**config.mk**
```make
export PLATFORM = sky130hd
export DESIGN_NAME = alu_result_fifo
export DESIGN_NICKNAME = d
export VERILOG_FILES = /design/src/rtl/alu_result_fifo_pkg.sv /design/src/rtl/alu_result_fifo_mem.sv /design/src/rtl/alu_result_fifo.sv
export SDC_FILE = /design/constraint.sdc
export NUM_CORES = 1
export LEC_CHECK = 0
export CAP_MARGIN = 20
export CORE_UTILIZATION = 54
export CTS_CLUSTER_DIAMETER = 40
export DETAILED_ROUTE_END_ITERATION = 12
export GPL_TIMING_DRIVEN = 0
export PLACE_DENSITY_LB_ADDON = 0.1
export SLEW_MARGIN = 20
export SYNTH_ARGS = -nofsm -noshare
export SYNTH_HDL_FRONTEND = slang
export SYNTH_SLANG_ARGS = --single-unit
```
**constraint.sdc**
```tcl
create_clock -name i_clk -period 3.6 [get_ports i_clk]
set_clock_uncertainty 0.1 [all_clocks]
set_input_delay 0.54 -clock i_clk [delete_from_list [all_inputs] [get_ports i_clk]]
set_output_delay 0.54 -clock i_clk [all_outputs]
set_load 0.02 [all_outputs]
```
**src/rtl/alu_result_fifo_pkg.sv**
```systemverilog
// Shared constants for the ALU result FIFO: the `WORD data width and the
// layout of one stored entry {cf, zero, result}.
`ifndef WORD
`define WORD 8
`endif

package alu_result_fifo_pkg;
    localparam int ENTRY_W        = `WORD + 2;
    localparam int ENTRY_ZERO_BIT = `WORD;
    localparam int ENTRY_CF_BIT   = `WORD + 1;
endpackage

```
**src/rtl/alu_result_fifo_mem.sv**
```systemverilog
// Entry storage for the ALU result FIFO: synchronous write port and a
// combinational read port so the head entry falls straight through.
import alu_result_fifo_pkg::*;

module alu_result_fifo_mem #(
    parameter int DEPTH = 8,
    parameter int EW    = ENTRY_W
) (
    input  logic                     i_clk,
    input  logic                     i_we,
    input  logic [$clog2(DEPTH)-1:0] i_waddr,
    input  logic [EW-1:0]            i_wdata,
    input  logic [$clog2(DEPTH)-1:0] i_raddr,
    output logic [EW-1:0]            o_rdata
);

    logic [EW-1:0] mem_q [DEPTH];
    logic [EW-1:0] mem_d [DEPTH];

    always_comb begin
        mem_d = mem_q;
        if (i_we) begin
            mem_d[i_waddr] = i_wdata;
        end
    end

    // Contents are deliberately not reset; the head is only meaningful while the FIFO is non-empty.
    always_ff @(posedge i_clk) begin
        mem_q <= mem_d;
    end

    assign o_rdata = mem_q[i_raddr];

endmodule

```
**src/rtl/alu_result_fifo.sv**
```systemverilog
// Elastic first-word-fall-through buffer behind the pipelined ALU, with early stall,
// sticky overflow and optional pop statistics (ALU_RESULT_FIFO_STATS_EN).
import alu_result_fifo_pkg::*;

module alu_result_fifo #(
    parameter int WIDTH = `WORD,
    parameter int DEPTH = 8,
    parameter int SLACK = 2
) (
    input  logic                     i_clk,
    input  logic                     i_rst_n,
    input  logic [WIDTH-1:0]         i_result,
    input  logic                     i_zero,
    input  logic                     i_cf,
    input  logic                     i_valid,
    output logic                     o_stall,
    output logic [WIDTH-1:0]         o_data,
    output logic                     o_zero,
    output logic                     o_cf,
    output logic                     o_valid,
    input  logic                     i_ready,
    output logic [$clog2(DEPTH):0]   o_count,
    output logic                     o_overflow,
    input  logic                     i_clr_stats,
    output logic [15:0]              o_zero_cnt,
    output logic [15:0]              o_cf_cnt
);

    localparam int IW       = $clog2(DEPTH);
    localparam int PW       = IW + 1;
    localparam int EW       = WIDTH + (ENTRY_W - `WORD);
    localparam int ZERO_POS = WIDTH + (ENTRY_ZERO_BIT - `WORD);
    localparam int CF_POS   = WIDTH + (ENTRY_CF_BIT - `WORD);
    localparam logic [PW-1:0] STALL_LEVEL = PW'(DEPTH - SLACK);

    logic [PW-1:0] wr_ptr_q, wr_ptr_d;
    logic [PW-1:0] rd_ptr_q, rd_ptr_d;
    logic [PW-1:0] count_q, count_d;
    logic          overflow_q, overflow_d;
    logic          empty, full, push, pop, drop;
    logic [EW-1:0] wr_entry, rd_entry;

    assign empty = (wr_ptr_q == rd_ptr_q);
    assign full  = (wr_ptr_q[IW-1:0] == rd_ptr_q[IW-1:0]) && (wr_ptr_q[IW] != rd_ptr_q[IW]);
    assign pop   = !empty && i_ready;
    // A pop frees the slot this edge, so a full FIFO can still take the ALU result.
    assign push  = i_valid && (!full || pop);
    assign drop  = i_valid && full && !pop;

    always_comb begin
        wr_entry                = '0;
        wr_entry[WIDTH-1:0]     = i_result;
        wr_entry[ZERO_POS]      = i_zero;
        wr_entry[CF_POS]        = i_cf;
    end

    alu_result_fifo_mem #(
        .DEPTH (DEPTH),
        .EW    (EW)
    ) u_mem (
        .i_clk   (i_clk),
        .i_we    (push),
        .i_waddr (wr_ptr_q[IW-1:0]),
        .i_wdata (wr_entry),
        .i_raddr (rd_ptr_q[IW-1:0]),
        .o_rdata (rd_entry)
    );

    always_comb begin
        wr_ptr_d   = wr_ptr_q + {{IW{1'b0}}, push};
        rd_ptr_d   = rd_ptr_q + {{IW{1'b0}}, pop};
        count_d    = count_q;
        if (push && !pop) begin
            count_d = count_q + 1'b1;
        end else if (pop && !push) begin
            count_d = count_q - 1'b1;
        end
        overflow_d = i_clr_stats ? 1'b0 : (overflow_q || drop);
    end

    always_ff @(posedge i_clk or negedge i_rst_n) begin
        if (!i_rst_n) begin
            wr_ptr_q   <= '0;
            rd_ptr_q   <= '0;
            count_q    <= '0;
            overflow_q <= 1'b0;
        end else begin
            wr_ptr_q   <= wr_ptr_d;
            rd_ptr_q   <= rd_ptr_d;
            count_q    <= count_d;
            overflow_q <= overflow_d;
        end
    end

    assign o_valid    = !empty;
    assign o_data     = rd_entry[WIDTH-1:0];
    assign o_zero     = rd_entry[ZERO_POS];
    assign o_cf       = rd_entry[CF_POS];
    assign o_count    = count_q;
    assign o_overflow = overflow_q;
    assign o_stall    = (count_q >= STALL_LEVEL);

`ifdef ALU_RESULT_FIFO_STATS_EN
    logic [15:0] zero_cnt_q, zero_cnt_d;
    logic [15:0] cf_cnt_q, cf_cnt_d;

    // Counters saturate rather than wrap so a long run never reads as a small count.
    always_comb begin
        zero_cnt_d = zero_cnt_q;
        cf_cnt_d   = cf_cnt_q;
        if (i_clr_stats) begin
            zero_cnt_d = '0;
            cf_cnt_d   = '0;
        end else if (pop) begin
            if (o_zero && (zero_cnt_q != 16'hFFFF)) begin
                zero_cnt_d = zero_cnt_q + 16'd1;
            end
            if (o_cf && (cf_cnt_q != 16'hFFFF)) begin
                cf_cnt_d = cf_cnt_q + 16'd1;
            end
        end
    end

    always_ff @(posedge i_clk or negedge i_rst_n) begin
        if (!i_rst_n) begin
            zero_cnt_q <= '0;
            cf_cnt_q   <= '0;
        end else begin
            zero_cnt_q <= zero_cnt_d;
            cf_cnt_q   <= cf_cnt_d;
        end
    end

    assign o_zero_cnt = zero_cnt_q;
    assign o_cf_cnt   = cf_cnt_q;
`else
    assign o_zero_cnt = '0;
    assign o_cf_cnt   = '0;
`endif

endmodule

```
======== Word level (Yosys, flattened, before mapping) ========
Cells that the tools add are included.
storage, ports and cells
  flip-flop bits (word level) ............. 93
  input port bits ......................... 15
  output and inout port bits .............. 49
operators by class
  add/sub/neg operators ................... 4
  magnitude comparators ................... 4
  equal/unequal tests ..................... 3
  mux-type cells .......................... 9
  bitwise operators ....................... 2
  reductions and logical operators ........ 15
operator list
  kind                 number
  $bwmux 80            1
  $bmux 10 s3          1
  $demux 10 s3         1
  $mux 10              3
  $add 4x1->4          2
  $ge 4x4->1 const B   2
  $logic_and 1x1->1    8
  $mux 4               2
  $not 3->4            2
  $add 4x1->4 const B  1
  $eq 4x4->1           1
  $ge 4x3->1 const B   1
  $logic_not 1->1      4
  $lt 4x1->1 const B   1
  $sub 4x1->4 const B  1
  $eq 3x3->1           1
  $logic_or 1x1->1     2
  $reduce_bool 2->1    1
  $mux 1               1
  $ne 1x1->1           1

======== Longest topological paths before layout ========
Gate-level depths: netlist (run 1).
  word-level depth ........................ 9
  depth in mapped cells ................... 11

======== Modules after synthesis ========
A second synthesis (run 1) with hierarchy kept.
second synthesis, totals
  cells, all modules ...................... 221
  area, all modules ....................... 4086.4 µm²
by module, submodules not included
  module               times used  cells each  area an instance (µm²)  sequential area each (µm²)
  alu_result_fifo_mem  1           128         3133.0                  2402.3
  alu_result_fifo      1           93          953.4                   325.3

======== Worst setup path before layout (run 1) ========
Ideal clock, no wire load.
  kind .................................... register to register
  start ................................... register rd_ptr_q[3]
  end ..................................... register u_mem.mem_q[10] (netlist bit), enable pin
  setup time .............................. 434 ps
  arrival time ............................ 2565 ps
  required time ........................... 3066 ps
  slack ................................... 501 ps
  stages on the path, launching flop included .. 4
  buffers on the path ..................... 0
  period minus slack after synthesis ...... 3099 ps
  cells stage by stage .................... dfrtp_1 xnor2_2 nor2_2 a2111oi_0
between the ends
  cells in the longest elaborated chain, start to end .. 5
ends and longest elaborated chain
  item                                                         RTL line                                      source
  start, declared                                              alu_result_fifo.sv:37                         logic [PW-1:0] rd_ptr_q, rd_ptr_d;
  start signal, assigned                                       alu_result_fifo.sv:89                         rd_ptr_q <= rd_ptr_d;
  $eq 4x4->1 / $ne 1x1->1 (equally long branches)              alu_result_fifo.sv:43, alu_result_fifo.sv:44
  $logic_not 1->1 / $logic_and 1x1->1 (equally long branches)  alu_result_fifo.sv:45, alu_result_fifo.sv:44
  $logic_and 1x1->1 / $logic_not 1->1 (equally long branches)  alu_result_fifo.sv:45, alu_result_fifo.sv:47
  $logic_or 1x1->1 (*)                                         alu_result_fifo.sv:47                         assign push = i_valid && (!full || pop);
  $logic_and 1x1->1 (*)                                        alu_result_fifo.sv:47
  end signal, assigned                                         alu_result_fifo_mem.sv:29                     mem_q <= mem_d;
  end, declared                                                alu_result_fifo_mem.sv:17                     logic [EW-1:0] mem_q [DEPTH];
Every way passes the cells marked *; elsewhere a longest branch is shown, timed or not.
A chain may end at the register's enable or synchronous reset.

======== Final worst setup path (run 1) ========
  start ................................... register wr_ptr_q[0]
  end ..................................... register count_q[3] (netlist: o_count[3])
between the ends
  cells in the longest elaborated chain, start to end .. 8
ends and longest elaborated chain
  item                                                         RTL line                                      source
  start, declared                                              alu_result_fifo.sv:36                         logic [PW-1:0] wr_ptr_q, wr_ptr_d;
  start signal, assigned                                       alu_result_fifo.sv:88                         wr_ptr_q <= wr_ptr_d;
  $eq 4x4->1 / $eq 3x3->1 (equally long branches)              alu_result_fifo.sv:43, alu_result_fifo.sv:44
  $logic_not 1->1 / $logic_and 1x1->1 (equally long branches)  alu_result_fifo.sv:45, alu_result_fifo.sv:44
  $logic_and 1x1->1 / $logic_not 1->1 (equally long branches)  alu_result_fifo.sv:45, alu_result_fifo.sv:47
  $logic_or 1x1->1                                             alu_result_fifo.sv:47
  $logic_and 1x1->1                                            alu_result_fifo.sv:47
  $logic_not 1->1                                              alu_result_fifo.sv:75                         end else if (pop && !push) begin
  $logic_and 1x1->1                                            alu_result_fifo.sv:75
  $reduce_bool 2->1 (no line)                                  -
  end signal, assigned                                         alu_result_fifo.sv:90                         count_q <= count_d;
  end, declared                                                alu_result_fifo.sv:38                         logic [PW-1:0] count_q, count_d;
Several ways; a longest one is shown, not always the timed one.

==> summary.md, run 1 <==
| Metric | Value |
|---|---|
| Status | complete, no violations |
| Post-Route WL | 7089 µm |
| Total track usage | 0.1928 |
| Initial antenna violation count | 0 |
| CORE AREA | 7370 µm² |
| Hold Fails Final Rpt | 0 |
| P_leak | around 1.9 nW |
| Slew Limit Fails | 0 |
| H-tree level count | 3 |
| Critical setup path kind | reg2reg |
| IO Port Bufs | 31 |
| Post-synthesis compound-gate area fraction | 0.04339 |
| Cell Pwr Density | between 700 and 800 nW/µm² |
| Worst-Margin Slew | 0.9105 ns |
| First-pass GRT wire length | roughly 11,000 µm |
| IO Count | 64 |
| Setup Fix Bufs, Post-CTS | 0 |
| DRC viols | 0 |
| Finished Layout Cells | roughly 400 |
| CP Max Fanout | 10 |
| Final min period | approximately 3.3 ns |
| Vias per cell | just over 5 |
| Gr ovfl total | 0 |
| Area delta synth->final | 21.54% |
| Largest area contributor in the netlist | edfxtp_1 |
| Layout cells sized above 1 | 0.2660 |
| Fin area | 5082 µm² |
| Pin count of the biggest net entering global routing | 16 |
| Hold Buf Count CTS | 0 |
| Asr flop ratio synth | 0.1398 |
| Syn Std Cell Area | 4182 µm² |
| Post-Synth XOR/XNOR Area | 0.02274 |
| Simple-gate share of the synthesized area | 0.02334 |
| Top cell type's share of synthesized area | 0.5745 |
| Clock transition at path regs | 0.09 ns |
| Util after Layout | 0.6896 |
| Post-cts resize count | 0 |
| Synthesized flop and latch total | 93 |
| Worst min-delay path class | reg2reg |
| ANT cells | 0 |
| Starting density of the core | 0.5674 |
| Register area share after synthesis | 0.6523 |
| Die W | 90.00 µm |
| Iter 0 DRT Violations | 98 |
| Setup TNS Final | 0 ns |
| CP Data Arrival Time | 3.43 ns |
| Vias in the first global route | 2,082 |
| Post-synthesis mux area share | 0.1577 |
| Cell area after placement | about 4900 µm² |
| Antenna-violating nets left | 0 |
| Drt pass-1 iters | 4 |
| Worst path required time | between 3 and 4 ns |
| Via Count | 2,105 |
| Row cnt | 31 |
| Final Cycle Share | 0.9176 |
| Worst-Skew Late Latency | approximately 0.35 ns |
| YS warnings | 0 |
| Library cells used by synthesis | 39 |
| Worst vdd ir | 0.0004426 V |
| Mean Syn Cell Area | 18.67 µm² |
| Final setup viols | 0 |
| TritonCTS Buffers | 9 |
| EDFF count, synth | 80 |
| RSZ-0062 raised after global routing | false |
| Gpl congestion | approximately 0.76 |
| Clock sinks | 93 |
| FMAX | 302.7 MHz |
| CP Launch Type | register |
| Largest family of logic cells by synthesized area | multiplexers |
| TritonCTS clock tree | done |
| Slew headroom | 0.3930 |
| Hpwl dp | 4851 µm |
| Nets | 330 |
| Max_cap viols | 0 |
| DIE HEIGHT | roughly 90 µm |
| Post-synth top flop | edfxtp_1 |
| Cell count after synthesis | around 220 |
| Die area | 8099 µm² |
| Post-synthesis adder-cell area fraction | 0.02573 |
| Max Root-Sink Buffers | 2 |
| Clk root buf | clkbuf_8 |
| CP endpoint kind | register |
| Placed Cells incl. Taps | 395 |
| Worst hold margin | 0.4237 ns |
| Top cells by area, synth | edfxtp_1 (57%), mux4_1 (13%), dfrtp_1 (7.8%), buf_4 (5.7%), mux2_2 (3.0%) |
| Routed WL per cell | 17.25 µm |
-- metal layers --
layer	vias up	GRT usage	share of wire
li1	1000	-	-
met1	1044	0.2525	0.44
met2	51	0.3173	0.51
met3	10	0.04315	0.033
met4	0	0.07527	0.016
met5	-	0	0
-- worst max-delay path, cell delays in order (launching register included) --
cell and delay, ns:
dfrtp_1 0.53, xor2_1 0.23, nor3_2 0.39, buf_6 0.23, a21boi_0 0.16, ha_1 0.31
inv_1 0.15, ha_1 0.31, or4_1 0.52, o211ai_1 0.12, o211ai_1 0.11
-- placed cells by master (no fill, tap or decap), types with 4 or more instances in the layout --
cell type and count:
dfrtp_1 13, buf_6 6, edfxtp_1 80, mux4_1 20, conb_1 32, xor2_1 5
clkdlybuf4s50_1 31, xnor2_1 4, nand3_1 5, mux2_2 11, clkbuf_8 9, inv_1 4
nand2_1 4, buf_4 37, clkbuf_1 4, ha_1 7
-- synth_stat cells (all sizes together) (4+ instances only) --
| library cell | number |
|---|---|
| edfxtp | 80 |
| buf | 38 |
| mux4 | 20 |
| dfrtp | 13 |
| mux2 | 11 |
| ha | 7 |
| a2111oi | 6 |
| nand3 | 5 |
| xnor2 | 5 |
| xor2 | 5 |
| inv | 4 |
| nand2 | 4 |
-- logic make-up after synthesis --
kind of cell / after synthesis
flip-flops: 93
buffers and inverters: 44
multiplexers: 32
AO/OA/AOI/OAI: 19
AND/OR/NAND/NOR: 17
XOR/XNOR: 10
adder cells (fa/ha/maj): 8
other: 1
-- report_power, final --
part	leakage (nW)	internal, mW	switching [mW]
clock	0.100	0.394	0.351
sequential	0.882	1.39	0.133
combinational	0.923	0.823	0.871
total	1.91	2.61	1.35
-- sequential cells by signal (all words and copies together), names as in the netlist --
name,cells
u_mem.mem_q,80
o_count,4
rd_ptr_q,4
wr_ptr_q,4
o_overflow,1
-- stage by stage --
step / setup slack (ns) / power [mW]
global placement: -1.631 / 3.140
detailed placement: -0.005390 / 3.260
finish: 0.2967 / 3.961
CTS: 0.3007 / 4.004
global route: 0.07691 / 4.175
floorplan: 0.5006 / 2.626
-- area by class of cell --
class                           count  area [µm²]
Timing Repair Buffer               41       391.6
Clock buffer                       11       131.4
Fill cell                         510        2287
Sequential cell                    93        2728
Buffer                             40       294.0
Tap cell                           99       123.9
Inverter                            4       15.01
Clock inverter                      5       83.83
Multi-Input combinational cell    118        1315
-- worst paths after layout --
path,startpoint,end,slack (ns),cells after the start
worst max-delay path,wr_ptr_q[0],o_count[3],0.30,10
worst min-delay path,wr_ptr_q[3],wr_ptr_q[3],0.42,1
worst max register to register,wr_ptr_q[0],o_count[3],0.30,10
worst min register to register,wr_ptr_q[3],wr_ptr_q[3],0.42,1
max in group asynchronous,i_rst_n,o_count[0],2.56,1
min in group asynchronous,i_rst_n,wr_ptr_q[3],0.46,1
Note: power is estimated with default switching activity, not from simulation.
==> run 2, diff against run 1 <==
--- a/config.mk
+++ b/config.mk
@@ -6,7 +6,9 @@
 export NUM_CORES = 1
 export LEC_CHECK = 0
 export CAP_MARGIN = 20
-export CORE_UTILIZATION = 54
+export CORE_MARGIN = 2
+export CORE_UTILIZATION = 56
+export CTS_BUF_LIST = sky130_fd_sc_hd__clkbuf_4 sky130_fd_sc_hd__clkbuf_8
 export CTS_CLUSTER_DIAMETER = 40
 export DETAILED_ROUTE_END_ITERATION = 12
 export GPL_TIMING_DRIVEN = 0
==> run 2 against run 1 <==
  * Worst hold slack about the same
  * Sequential share of layout area up 0.16 points
  * Power down 0.44%
  * Global-route usage up 0.51 points
  * Register-to-register slack better by 0.02 ns
  * Largest cell class unchanged
  * Largest power group unchanged
==> summary.md, run 2 (synthesis results as in run 1) <==
| Metric | Value |
|---|---|
| Final Cycle Share | 0.9125 (-0.005138) |
| CORE AREA | 7253 µm² (-1.6%) |
| Most frequent cells in the layout | edfxtp_1 (80), buf_4 (34), conb_1 (32) |
| Die area | 8174 µm² (+0.92%) |
| Critical setup path kind | reg2reg |
| Iter 0 DRT Violations | 118 (+20%) |
| CP Launch Type | register |
| R2R Setup Slk | 0.32 ns (+0.02 ns) |
| Setup Fix Bufs, Post-CTS | 0 (unchanged) |
| Hold path startpoint | o_overflow |
| Slew headroom | 0.3600 (-0.03303) |
| Slew Limit Fails | 0 (unchanged) |
| Worst min-delay path class | reg2reg |
| Nets | 330 (unchanged) |
| Post-Route WL | 7562 µm (+6.7%) |
| Starting density of the core | 0.5765 (+0.009103) |
| IO Count | 64 (unchanged) |
| Layout cells sized above 1 | 0.2692 (+0.003205) |
| CP Data Arrival Time | 3.43 ns (about the same) |
| Worst-Skew Late Latency | 0.35 ns (about the same) |
| Reg2reg start | wr_ptr_q[0] |
| First-pass GRT wire length | 11,820 µm (+4.9%) |
| CP Max Fanout | 10 (unchanged) |
| Util after Layout | 0.6986 (+0.008994) |
| Final setup viols | 0 (unchanged) |
| Antenna-violating nets left | 0 (unchanged) |
| Worst path slowest cell | dfrtp_1 |
| Clk root buf | clkbuf_8 |
| CP bufs+invs | 2 (unchanged) |
| Worst vdd ir | 0.0005127 V (+16%) |
| Routed WL per cell | 18.40 µm (+6.7%) |
| Drt pass-1 iters | 4 (unchanged) |
| Hold Fails Final Rpt | 0 (unchanged) |
| R2r endpoint | o_count[3] |
| Biggest register | u_mem.mem_q |
| CP top delay family | simple AND/OR/NAND/NOR gates |
| Final min period | 3.285 ns (-0.01850 ns) |
| Area delta synth->final | 21.18% |
| DIE HEIGHT | 90.41 µm (+0.46%) |
| Initial antenna violation count | 0 (unchanged) |
| Cell Pwr Density | 778.1 nW/µm² (-0.15%) |
| DRC viols | 0 (unchanged) |
| R2R depth | 10 (unchanged) |
| Finished Layout Cells | 411 (unchanged) |
| P_leak | 1.906 nW (about the same) |
| Gr ovfl total | 0 (unchanged) |
| Pin count of the biggest net entering global routing | 18 (+2) |
| Max Root-Sink Buffers | 2 (unchanged) |
| Total track usage | 0.1979 (+0.005087) |
| Vias in the first global route | 2,267 (+8.9%) |
| Hold Buf Count CTS | 0 (unchanged) |
| IO Port Bufs | 31 (unchanged) |
| Gpl congestion | 0.6943 (-8.9%) |
| Hpwl dp | 5227 µm (+7.7%) |
| RSZ-0062 raised after global routing | false |
| Post-cts resize count | 0 (unchanged) |
| Max_cap viols | 0 (unchanged) |
| Clock transition at path regs | 0.09 ns (about the same) |
| Row cnt | 31 (unchanged) |
| Clock sinks | 93 (unchanged) |
| FMAX | 304.4 MHz (+0.56%) |
| Critical-path cell list | xor2_1 > nor3_2 > buf_6 > a21boi_0 > ha_1 > inv_1 > ha_1 > or4_1 > o211ai_1 > o211ai_1 |
| Fin area | 5067 µm² (-0.30%) |
| Hold depth | 1 (unchanged) |
| ANT cells | 0 (unchanged) |
| Via Count | 2,150 (+2.1%) |
| TritonCTS Buffers | 9 (unchanged) |
| Status | complete, no violations |
| Vias per cell | 5.231 (+2.1%) |
| Crit path from | wr_ptr_q[0] |
| Most common library cell in the layout ignoring fill and taps | edfxtp_1 |
| Cell area after placement | 4860 µm² (-0.15%) |
| Worst-Margin Slew | 0.9601 ns (+0.04954 ns) |
| CP endpoint kind | register |
| Placed Cells incl. Taps | 395 (unchanged) |
| Fill cell count | 478 (-6.3%) |
| Largest stage delay on the critical path | 0.53 ns (about the same) |
| TritonCTS clock tree | done |
| Worst path required time | 3.74 ns (about the same) |
| Worst hold margin | 0.4241 ns (+0.0003730 ns) |
| H-tree level count | 3 (unchanged) |
| Die W | 90.41 µm (+0.46%) |
| Worst Hold End | o_overflow |
| Number of flip-flops under the largest register name | 80 (unchanged) |
==> run 2: area by class of cell <==
type	instances	area (µm²)	area share
Sequential cell	93	2728	0.5383
Inverter	4	15.01	0.002963
Buffer	40	294.0	0.05802
Timing Repair Buffer	41	384.1	0.07580
Multi-Input combinational cell	118	1315	0.2595
Clock inverter	7	83.83	0.01654
Clock buffer	9	123.9	0.02444
Tap cell	99	123.9	0.02444
==> run 2: report_power, final <==
group	switching, mW	internal [mW]
registers	0.138	1.39
clock network	0.372	0.330
logic	0.893	0.820
total	1.40	2.54
==> run 2: worst reg2reg max path: cells and delay by family (launching register included) <==
family	cells	cell delay [ns]
flip-flops	1	0.53
AO/OA/AOI/OAI	3	0.38
AND/OR/NAND/NOR	2	0.93
adder cells (fa/ha/maj)	2	0.62
XOR/XNOR	1	0.23
buffers and inverters	2	0.39
==> run 2: through the flow <==
stage	power (mW)	setup WS, ns	TNS (ns)
5_1_grt	4.147	0.1288	0
3_5_place_dp	3.282	-0.01870	-0.01870
3_3_place_gp	3.143	-1.614	-46.08
4_1_cts	3.981	0.2690	0
6_report	3.943	0.3152	0
2_1_floorplan	2.626	0.5006	0
==> run 2: how the worst max path moves through the flow <==
stage                      endpoint  slack, ns  cells past startpoint
floorplan           u_mem.mem_q[10]       0.50                      3
finish                   o_count[3]       0.32                     10
global route             o_count[3]       0.13                     10
global placement    u_mem.mem_q[15]      -1.61                      3
detailed placement       o_count[3]      -0.02                      9
CTS                       o_data[4]       0.27                      4
==> run 2: per-layer routing <==
metal | vias up | part of all wire | global-route usage
li1 | 1013 | - | -
met1 | 1044 | 0.39 | 0.2402
met2 | 79 | 0.52 | 0.3446
met3 | 14 | 0.065 | 0.04090
met4 | 0 | 0.021 | 0.08590
met5 | - | 0 | 0
